[config.mk]
export PLATFORM = sky130hd
export DESIGN_NAME = regbank_wr_arbiter
export DESIGN_NICKNAME = d
export VERILOG_FILES = /design/src/rtl/regbank_pkg.sv /design/src/rtl/rr_priority_pick.sv /design/src/rtl/regbank_wr_arbiter.sv
export SDC_FILE = /design/constraint.sdc
export NUM_CORES = 1
export LEC_CHECK = 0
export ABC_AREA = 1
export CAP_MARGIN = 15
export CELL_PAD_IN_SITES_DETAIL_PLACEMENT = 2
export CELL_PAD_IN_SITES_GLOBAL_PLACEMENT = 2
export CORE_MARGIN = 10
export CORE_UTILIZATION = 22
export DETAILED_ROUTE_END_ITERATION = 10
export GPL_TIMING_DRIVEN = 0
export PLACE_DENSITY = 0.95
export SETUP_SLACK_MARGIN = 0.1
export SLEW_MARGIN = 0
export SYNTH_ARGS = -nofsm -noshare
export SYNTH_HDL_FRONTEND = slang
export SYNTH_SLANG_ARGS = --single-unit
export TNS_END_PERCENT = 20
[constraint.sdc]
create_clock -name clk -period 4.5 [get_ports clk]
set_clock_uncertainty 0.15 [all_clocks]
set_input_delay 0.45 -clock clk [delete_from_list [all_inputs] [get_ports clk]]
set_output_delay 0.45 -clock clk [all_outputs]
set_load 0.1 [all_outputs]
[src/rtl/regbank_pkg.sv]
// Shared definitions for the 8x16 register bank and its port arbiters.
// Holds bank geometry, arbiter state encoding and a behavioural round-robin pick.
package regbank_pkg;

  localparam int REG_ADDR_W = 3;
  localparam int REG_DATA_W = 16;
  localparam int RR_MAX_REQ = 8;

  typedef enum logic {
    ARB_IDLE  = 1'b0,
    ARB_OWNED = 1'b1
  } arb_state_t;

  typedef struct packed {
    logic       found;
    logic [2:0] idx;
  } rr_pick_t;

  // Scans ptr, ptr+1, ... modulo nreq; descending loop lets the closest offset win.
  function automatic rr_pick_t rr_pick(input logic [RR_MAX_REQ-1:0] req,
                                       input logic [2:0]            ptr,
                                       input int                    nreq);
    rr_pick_t res;
    int       cand;
    res = '0;
    for (int k = RR_MAX_REQ - 1; k >= 0; k--) begin
      if (k < nreq) begin
        cand = (int'(ptr) + k) % nreq;
        if (req[cand]) begin
          res.found = 1'b1;
          res.idx   = 3'(cand);
        end
      end
    end
    return res;
  endfunction

endpackage

[src/rtl/rr_priority_pick.sv]
// Combinational round-robin picker: rotate by ptr, priority-encode, rotate back.
// Shared between the write-port arbiter and any future read-port arbiter.
module rr_priority_pick #(
  parameter  int NREQ  = 4,
  localparam int PTR_W = $clog2(NREQ)
) (
  input  logic [NREQ-1:0]  i_req,
  input  logic [PTR_W-1:0] i_ptr,
  output logic             o_found,
  output logic [PTR_W-1:0] o_idx,
  output logic [NREQ-1:0]  o_grant
);

  localparam logic [PTR_W:0] NREQ_W = (PTR_W + 1)'(NREQ);

  logic [2*NREQ-1:0] w_dbl;
  logic [NREQ-1:0]   w_rot;
  logic [PTR_W-1:0]  w_off;
  logic [PTR_W:0]    w_sum;

  assign w_dbl = {i_req, i_req};
  assign w_rot = w_dbl[i_ptr +: NREQ];

  always_comb begin
    w_off = '0;
    for (int k = NREQ - 1; k >= 0; k--) begin
      if (w_rot[k]) w_off = PTR_W'(k);
    end
  end

  assign o_found = |w_rot;
  assign w_sum   = {1'b0, w_off} + {1'b0, i_ptr};
  assign o_idx   = (w_sum >= NREQ_W) ? PTR_W'(w_sum - NREQ_W) : w_sum[PTR_W-1:0];

  genvar gi;
  generate
    for (gi = 0; gi < NREQ; gi++) begin : g_grant
      assign o_grant[gi] = o_found && (o_idx == PTR_W'(gi));
    end
  endgenerate

endmodule

[src/rtl/regbank_wr_arbiter.sv]
// Round-robin write-port arbiter for the register bank with locked-burst support.
// ack is combinational; the granted write appears registered on wr_* one cycle later.
module regbank_wr_arbiter
  import regbank_pkg::*;
#(
  parameter  int NREQ   = 4,
  parameter  int DATA_W = REG_DATA_W,
  parameter  int ADDR_W = REG_ADDR_W,
  localparam int PTR_W  = $clog2(NREQ)
) (
  input  logic                     clk,
  input  logic                     rst,
  input  logic [NREQ-1:0]          req,
  input  logic [NREQ-1:0]          req_lock,
  input  logic [NREQ*ADDR_W-1:0]   req_reg,
  input  logic [NREQ*DATA_W-1:0]   req_data,
  output logic [NREQ-1:0]          ack,
  output logic                     wr_en,
  output logic [ADDR_W-1:0]        wr_reg,
  output logic [DATA_W-1:0]        wr_data,
  output logic [PTR_W-1:0]         owner,
  output logic                     locked
);

  arb_state_t        r_state;
  arb_state_t        w_state_next;
  logic [PTR_W-1:0]  r_ptr;
  logic [PTR_W-1:0]  w_ptr_next;
  logic [PTR_W-1:0]  r_own_id;
  logic [PTR_W-1:0]  w_own_next;
  logic              r_wr_en;
  logic [ADDR_W-1:0] r_wr_reg;
  logic [DATA_W-1:0] r_wr_data;

  logic              w_pick_found;
  logic [PTR_W-1:0]  w_pick_idx;
  logic [NREQ-1:0]   w_pick_grant;
  logic [NREQ-1:0]   w_ack;
  logic [PTR_W-1:0]  w_gnt_idx;
  logic              w_xfer;

  logic [ADDR_W-1:0] w_reg_arr  [NREQ];
  logic [DATA_W-1:0] w_data_arr [NREQ];

  genvar gi;
  generate
    for (gi = 0; gi < NREQ; gi++) begin : g_unpack
      assign w_reg_arr[gi]  = req_reg[gi*ADDR_W +: ADDR_W];
      assign w_data_arr[gi] = req_data[gi*DATA_W +: DATA_W];
    end
  endgenerate

  function automatic logic [PTR_W-1:0] inc_wrap(input logic [PTR_W-1:0] v);
    return (v == PTR_W'(NREQ - 1)) ? '0 : v + 1'b1;
  endfunction

  rr_priority_pick #(
    .NREQ (NREQ)
  ) u_pick (
    .i_req   (req),
    .i_ptr   (r_ptr),
    .o_found (w_pick_found),
    .o_idx   (w_pick_idx),
    .o_grant (w_pick_grant)
  );

  always_comb begin
    w_ack        = '0;
    w_gnt_idx    = r_own_id;
    w_state_next = r_state;
    w_ptr_next   = r_ptr;
    w_own_next   = r_own_id;

    if (r_state == ARB_OWNED) begin
      w_ack[r_own_id] = req[r_own_id];
    end else if (w_pick_found) begin
      w_ack     = w_pick_grant;
      w_gnt_idx = w_pick_idx;
    end

    // Grants are suppressed while reset is held, independent of the clock.
    if (!rst) w_ack = '0;
    w_xfer = |w_ack;

    if (w_xfer) begin
      if (req_lock[w_gnt_idx]) begin
        w_state_next = ARB_OWNED;
        w_own_next   = w_gnt_idx;
      end else begin
        w_state_next = ARB_IDLE;
        w_ptr_next   = inc_wrap(w_gnt_idx);
      end
    end else if (r_state == ARB_OWNED && !req[r_own_id]) begin
      w_state_next = ARB_IDLE;
      w_ptr_next   = inc_wrap(r_own_id);
    end
  end

  always_ff @(posedge clk or negedge rst) begin
    if (!rst) begin
      r_state   <= ARB_IDLE;
      r_ptr     <= '0;
      r_own_id  <= '0;
      r_wr_en   <= 1'b0;
      r_wr_reg  <= '0;
      r_wr_data <= '0;
    end else begin
      r_state  <= w_state_next;
      r_ptr    <= w_ptr_next;
      r_own_id <= w_own_next;
      r_wr_en  <= w_xfer;
      if (w_xfer) begin
        r_wr_reg  <= w_reg_arr[w_gnt_idx];
        r_wr_data <= w_data_arr[w_gnt_idx];
      end
    end
  end

  assign ack     = w_ack;
  assign wr_en   = r_wr_en;
  assign wr_reg  = r_wr_reg;
  assign wr_data = r_wr_data;
  assign owner   = r_own_id;
  assign locked  = (r_state == ARB_OWNED);

endmodule

==> results of run 1 <==
==> layout make-up <==
cell class                      instances  area [um2]
Inverter                               18        67.6
Fill cell                            1189        6180
Buffer                                 17         125
Multi-Input combinational cell        261        1370
Clock buffer                            4        45.0
Timing Repair Buffer                  113        1150
Sequential cell                        25         626
Tap cell                              133         166
==> cells in the final DEF (no fill, tap or decap), types with 6 or more instances in the layout <==
cell,n
buf_2,7
buf_6,6
clkdlybuf4s50_1,108
dfrtp_1,25
ha_1,6
inv_1,12
nand2_1,101
nand2_2,13
nand3_1,15
nor2_1,25
o211ai_1,19
o21ai_0,19
o21ai_1,21
or2_0,19
==> kinds of logic after synthesis <==
logic type,synth area share (%)
DFF,28.6
AOI/OAI and AO/OA,17.8
adders and majority gates,3.44
and+or+nand+nor,40.9
buffers and inverters,8.82
xor gates and xnor gates,0.401
==> worst max-delay path: stages <==
cell and delay [ps]:
clkdlybuf4s50_1 470, nand2_1 120, nand3_1 90, nand2_1 140, nand3_1 80, a21boi_0 340
ha_1 240, xnor2_1 160, nand3_2 170, nand2_2 120, nand2_1 80, nand2_2 90
nand2_4 60, inv_1 50, dlygate4sd2_1 850
==> how the worst min path moves through the flow <==
stage	start	slack [ps]	endpoint	cells past startpoint
after floorplan	rst	4	locked	0
after global placement	wr_data[11]	310	wr_data[11]	2
after detailed placement	wr_data[1]	320	wr_data[1]	2
after CTS	wr_data[1]	350	wr_data[1]	2
after global routing	wr_data[5]	370	wr_data[5]	2
final	wr_data[1]	340	wr_data[1]	2
==> layer usage <==
metal / GRT usage, % / share of wire (%)
met5: 0 / 0
met4: 2.87 / 0.99
met3: 2.91 / 4.3
met2: 28.0 / 55
met1: 15.5 / 40
==> metrics by stage <==
| stage | cells | cell area [um2] | hold slack [ps] | setup WS, ps |
|---|---|---|---|---|
| after floorplan | 321 | 2180 | 4.41 | 1460 |
| after global placement | 566 | 3470 | 312 | 286 |
| after detailed placement | 567 | 3500 | 318 | 105 |
| after CTS | 571 | 3540 | 345 | 116 |
| after global routing | 571 | 3550 | 371 | 153 |
| final | 571 | 3550 | 342 | 383 |
==> what timing repair did <==
item                                    4_1_cts  5_1_grt
cloned                                        0        0
resized for setup                             1        3
endpoints found under the setup margin        1        3
==> run_results.csv, run 1 <==
group,metric,value,unit
critical_path,reg2reg_from,"r_ptr[0]",
synth,synth_area_leaders,"dfrtp_1 (29%), nand2_1 (17%), o211ai_1 (6.5%)",
critical_path,critPathLaunchType,"primary input",
critical_path,crit_required,3900,ps
global_route,antenna_found_initial,0,
synth,synth-seq-cells,25,
route,vias_per_cell,4.62,
floorplanning,rows,36,
critical_path,endpoint_kind,"primary output",
floorplanning,dieArea,14300,um2
critical_path,crit_end,"ack[2]",
sta,fin_crit,4120,ps
synth,synth_most_common_cell,"nand2_1",
finish,antenna_cells,0,
cts,clk_path_buf_depth,2,
worst_hold_path,worstHoldPathType,"reg2reg",
cts,cts_sinks,25,
critical_path,worstSetupPathType,"in2out",
synth,ys_async_sr_fraction,100,%
cts,clkLatencyLatePin,270,ps
synth,synth_nets,413,
synth,synth_cells,321,
synth,yosysSeqAreaShare,28.6,%
route,dr.pass1.iters,4,
critical_path,cp.arrival,3520,ps
floorplanning,coreArea,9730,um2
sta,setup_viol_count_final,0,
floorplanning,die_y,120,um
cts,ctsHoldBuffers,0,
global_route,grt_pass1_wl,16800,um
finish,syn2layout_area_growth,62.5,%
placement,io_buffers,112,
floorplanning,dieWidth,120,um
critical_path,reg2reg_slack,1280,ps
route,drc_errors,0,
route,drtIter0Drc,91,
route,antenna_left,0,
placement,place.gp.congestion,0.806,
cts,cts_made_buffers,3,
synth,yosysTopAreaCell,"dfrtp_1",
synth,ys_types,30,
synth,synth_ff_type,"dfrtp_1",
flow_run,cap_violations,0,
sta,period_share,91.5,%
floorplanning,initial_utilization,22.5,%
cts,cts_tree,"built",
sta,hold_viol_final,0,
run_status,status,"complete, no violations",
route,wl,10500,um
critical_path,crit_fanout,4,
sta,tns,0,ps
global_route,grt_max_degree,18,
global_route,grtUsageTotal,14.4,%
global_route,gr-total-overflow,0,
synth,synth_common_cells,"nand2_1 (101), dfrtp_1 (25), nor2_1 (25), o21ai_1 (21)",
synth,synth_edf_count,0,
sta,rsz0062_at_grt,"false",
finish,largest_reg_flops,16,
sta,relSlewSlack,31.6,%
cts,post_cts_buffers,0,
route,wl_per_cell,18.4,um
global_route,grt_pass1_vias,3145,
cts,cts_htree_levels,1,
synth,syn_avg_cell_area,6.81,um2
synth,ys_warn_count,0,
synth,netlist.area_leader.share,28.6,%
sta,worst_pin_slew,1020,ps
placement,dp_hpwl,8710,um
synth,netlist_area,2180,um2
floorplanning,io_pins,113,
finish,fin_nets,531,
cts,root_buffer,"clkbuf_8",
critical_path,critPathLaunch,"req[1]",
sta,fmax,243,MHz
critical_path,rr_endpoint,"wr_data[13]",
cts,clk_pin_slew_worst_paths,90,ps
finish,finish.utilization,36.5,%
critical_path,ff2ff_path_depth,19,
sta,maxSlewViolCount,0,
route,vias,2636,
finish,drive_gt1_share,10.7,%
Power of run 1 is not shown: default switching activity piles up to over one toggle a cycle in this logic, so the estimate is an artifact.
==> run 2, diff against run 1 <==
Settings changed: CORE_UTILIZATION 22 to 20, CTS_CLUSTER_DIAMETER set to 120, PLACE_DENSITY 0.95 to 0.89.
Clock period 4.5 ns to 4.2 ns, I/O delays scaled along.
==> run 2 against run 1 <==
Global-route usage is 2.0 points lower; cell area fell by 0.11%; via count is 0.95% lower; routed wire length fell by 6.0%; register-to-register slack worse by 120 ps; sequential share of layout area hardly changed; first-iteration DRC count fell by 9.9%; worst hold slack got worse by 1.3 ps; setup slack lost 72 ps; final cell count rose by 1.2%; largest cell class unchanged.
==> run_results.csv, run 2 (synthesis gave the netlist of run 1 again) <==
group,metric,value,unit
run_status,status,"complete, no violations",
finish,syn2layout_area_growth,62.4,%
global_route,gr-total-overflow,0,
critical_path,worstSetupPathType,"in2out",
route,wl_per_cell,17.1,um
cts,cts_tree,"built",
sta,fin_crit,3890,ps
global_route,grtUsageTotal,12.3,%
critical_path,reg2reg_from,"r_ptr[0]",
placement,io_buffers,112,
route,dr.pass1.iters,4,
global_route,grt.busiest_layer,"met2",
global_route,grt.met2_usage,22.8,%
floorplanning,die_y,125,um
sta,maxSlewViolCount,0,
cts,clk_path_buf_depth,2,
global_route,grt_max_degree,19,
critical_path,crit_path_cell_trace,"clkdlybuf4s50_1 > nand2_1 > nand3_1 > nand2_1 > nand3_1 > a21boi_0 > ha_1 > xnor2_1 > inv_1 > nand2_2 > nand4_1 > nand2_1 > nand2_1 > inv_1 > clkdlybuf4s15_1",
cts,cts_htree_levels,1,
route,drc_errors,0,
finish,final_cell_mix,"clkdlybuf4s50_1 (108), nand2_1 (101), nor2_1 (25), dfrtp_1 (25), o21ai_1 (21)",
sta,hold_viol_final,0,
route,wl,9890,um
global_route,grt_pass1_vias,3045,
worst_hold_path,hold_path_depth,2,
finish,ff_latch_area,626,um2
floorplanning,rows,38,
cts,post_cts_buffers,0,
global_route,grt.met3_usage,2.94,%
cts,root_buffer,"clkbuf_8",
critical_path,critPathLaunchType,"primary input",
finish,antenna_cells,0,
sta,fmax,257,MHz
floorplanning,initial_utilization,20.3,%
critical_path,ff2ff_path_depth,17,
critical_path,endpoint_kind,"primary output",
cts,cts_sinks,25,
placement,place.gp.congestion,0.787,
global_route,antenna_found_initial,0,
floorplanning,dieArea,15500,um2
cts,clk_pin_slew_worst_paths,90,ps
critical_path,slowest_delay,820,ps
sta,setup_viol_count_final,0,
cts,clkLatencyLatePin,280,ps
finish,nFillCells,1307,
floorplanning,dieWidth,125,um
route,drtIter0Drc,82,
route,vias_per_cell,4.52,
critical_path,slowest_stage,"clkdlybuf4s15_1",
finish,multi_input_area,1370,um2
sta,finalHoldWorstSlack,340,ps
sta,period_share,92.6,%
finish,drive_gt1_share,11.2,%
critical_path,crit_fanout,4,
critical_path,cp.arrival,3320,ps
critical_path,crit_required,3630,ps
critical_path,critPathLaunch,"req[0]",
sta,relSlewSlack,31.6,%
global_route,grt_pass1_wl,16100,um
route,vias,2611,
critical_path,crit_top_cell,"nand2_1",
global_route,grt.met1_usage,13.6,%
finish,largest_reg_flops,16,
worst_hold_path,worstHoldPathType,"reg2reg",
floorplanning,io_pins,113,
cts,cts_made_buffers,3,
route,antenna_left,0,
floorplanning,coreArea,10700,um2
sta,worst_pin_slew,1020,ps
flow_run,cap_violations,0,
finish,fin_nets,531,
sta,rsz0062_at_grt,"true",
worst_hold_path,hold_start,"wr_data[1]",
finish,layout_commonest_cell,"clkdlybuf4s50_1",
placement,dp_hpwl,8480,um
==> run 2: cell count changes in the layout (fill, tap and decap cells not counted) <==
cell / before / now
dlygate4sd2_1: 1 / 2
dlymetal6s2s_1: 3 / 0
clkbuf_1: 3 / 2
clkbuf_2: 0 / 1
clkinv_2: 0 / 1
clkdlybuf4s15_1: 0 / 1
==> run 2: layout make-up <==
class | count | share of cell area (%)
inverters | 18 | 1.90
well taps | 140 | 4.94
clock buffers | 3 | 1.16
flip-flops and latches | 25 | 17.6
plain buffers | 17 | 3.53
repair buffers | 113 | 32.2
clock inverters | 1 | 0.141
multi-input cells | 261 | 38.5
==> run 2: routing by layer <==
| metal | wire (um) | vias up |
|---|---|---|
| met1 | 4060 | 1250 |
| met4 | 125 | 0 |
| met3 | 573 | 7 |
| li1 | - | 1289 |
| met2 | 5130 | 65 |
| met5 | 0 | - |
==> run 2: worst max-delay path, delay by kind of cell <==
family / cells / cell delay [ps]
and+or+nand+nor: 8 / 810
xor gates and xnor gates: 1 / 160
buffers and inverters: 4 / 1440
adders and majority gates: 1 / 220
AOI/OAI and AO/OA: 1 / 270
==> run 2: final timing paths <==
| path | to | slack, ps |
|---|---|---|
| max | ack[0] | 310 |
| min | wr_data[1] | 340 |
| max reg2reg | wr_data[6] | 1160 |
| min reg2reg | wr_data[1] | 340 |
| max in group asynchronous | wr_data[2] | 3010 |
| min in group asynchronous | wr_en | 370 |
==> run 2: what timing repair did <==
| item | CTS | global route |
|---|---|---|
| hold buffers | 0 | 0 |
| setup endpoints to repair | 4 | 4 |
| cloned | 0 | 0 |
| resized for setup | 4 | 3 |
==> run 2: stage by stage <==
step | util [%] | cell area, um2 | setup slack [ps] | std cells | TNS, ps
final | 33.0 | 3550 | 311 | 578 | 0
after detailed placement | 32.7 | 3510 | -28.6 | 574 | -33.7
after global placement | 32.4 | 3480 | 38.6 | 573 | 0
after floorplan | - | 2180 | 1190 | 321 | 0
after CTS | 33.0 | 3550 | 246 | 578 | 0
after global routing | 33.0 | 3550 | 75.9 | 578 | 0
Power of run 2 is left out for the same reason.
==> variant (settings of run 2) <==
Make the reset (`rst`) synchronous in one clocked block.
--- a/src/rtl/regbank_wr_arbiter.sv
+++ b/src/rtl/regbank_wr_arbiter.sv
@@ -98,3 +98,3 @@
 
-  always_ff @(posedge clk or negedge rst) begin
+  always_ff @(posedge clk) begin
     if (!rst) begin
Behaviour: differs if rst is asserted again (counterexample within 4 cycles, from zero or initial values and one cycle with rst low); with rst held inactive, the same outputs for 10 cycles.
==> variant against run 2 <==
  * Non-clock buffer count fell by 2
  * Setup slack improved by 0.22 ns
  * Largest cell class unchanged
  * Synthesized cell count rose by 0.31%
  * Synthesized area fell by 4.2%
  * Register-to-register slack got worse by 0.32 ns
  * Final area fell by 3.8%
  * Die area fell by 3.5%
  * Routed wire length rose by 3.5%
  * Sequential cell count did not move
  * Sequential share of layout area fell by 3.0 points
Power is not shown: default switching activity piles up to over one toggle a cycle in this logic, so the estimate is an artifact.
==> variant: results (changes against run 2) <==
| Metric | Value |
|---|---|
| Crit-path slowest cell | `clkdlybuf4s50_1` |
| Pin count of the biggest net entering global routing | `15 (-4)` |
| Worst path max stage delay | `0.46 ns (-0.36 ns)` |
| Fill count | `1,235 (-5.5%)` |
| GPL Wtd Cong | `0.809 (+2.8%)` |
| Synth cell count leaders | `nor2_1, nand2_1, o21ai_0` |
| First-pass GRT wire length | `16.5 mm (+2.1%)` |
| GRT Total Usage | `0.138 (+0.0143)` |
| Sequential share of cell area | `0.147 (-0.0296)` |
| Status | `completed` |
| Max Fanout on Critical Path | `3 (-1)` |
| Vias in the first global route | `3,075 (+0.99%)` |
| Top cells by area, synth | `dfxtp_1, nor2_1, o21ai_0` |
| Rows | `37 (-2.6%)` |
| Netlist cell types | `39 (+30%)` |
| Sequential cell count | `25 (unchanged)` |
| Non-clk invs | `20 (+2)` |
| NonClk Buf Share | `0.357 (about the same)` |
| Total number of yosys warnings | `0 (unchanged)` |
| Post-synth ARST share | `0 (-1.00)` |
| DR iter-0 viols | `84 (+2.4%)` |
| CP Data Arrival Time | `3.10 ns (-0.22 ns)` |
| Worst slew pin tran | `1.01 ns (-0.00807 ns)` |
| Clock network share of area | `0.0136 (+0.000522)` |
| Seq/Total Area, Yosys | `0.239 (-0.0473)` |
| Layout cells sized above 1 | `0.130 (+0.0183)` |
| Detailed placement HPWL | `8.76 mm (+3.2%)` |
| Repair and plain buffers | `128 (-1.5%)` |
| H-tree depth | `1 (unchanged)` |
| Vias | `2,660 (+1.9%)` |
| Multi-input gate area | `1400 um2 (+2.2%)` |
| WL/cell | `17.8 um (+4.2%)` |
==> variant: cells by family (layout without fill, tap and decap cells) <==
logic type / after synthesis / count (layout) / share of synthesized area
and+or+nand+nor: 175 / 175 / 0.400
AOI/OAI and AO/OA: 78 / 78 / 0.222
buffers and inverters: 36 / 152 / 0.0938
DFF: 25 / 25 / 0.239
adders and majority gates: 6 / 6 / 0.0359
xor gates and xnor gates: 2 / 2 / 0.00837
==> variant: path summary, 6_finish.rpt <==
| kind | endpoint | slack, ns | start | cells past startpoint |
|---|---|---|---|---|
| min | wr_reg[2] | 0.36 | wr_reg[2] | 1 |
| min reg2reg | wr_reg[2] | 0.36 | wr_reg[2] | 1 |
| max reg2reg | wr_data[6] | 0.84 | r_ptr[0] | 18 |
| max | ack[2] | 0.53 | req[1] | 15 |
==> variant: metrics by stage <==
step	hold WS, ns	instances	instance area [um2]	setup slack, ns	setup TNS [ns]
floorplan	0.402	322	2090	1.16	0
global placement	0.330	570	3380	0.0166	0
detailed placement	0.343	570	3380	-0.153	-0.512
CTS	0.372	574	3430	0.118	0
global route	0.384	574	3410	0.211	0
finish	0.364	574	3410	0.534	0
==> variant: routing by layer <==
layer	share of wire	GRT usage	wire length [um]
met1	0.40	0.144	4050
met2	0.53	0.263	5430
met3	0.060	0.0409	609
met4	0.014	0.0309	146
met5	0	0	0
==> variant: repair_timing <==
| item | CTS | global route |
|---|---|---|
| gates resized for setup | 4 | 8 |
| gates cloned | 0 | 0 |
| hold buffers | 0 | 0 |
| pin swaps | 0 | 0 |
| endpoints found under the setup margin | 4 | 4 |
| hold endpoints to repair | 0 | 0 |
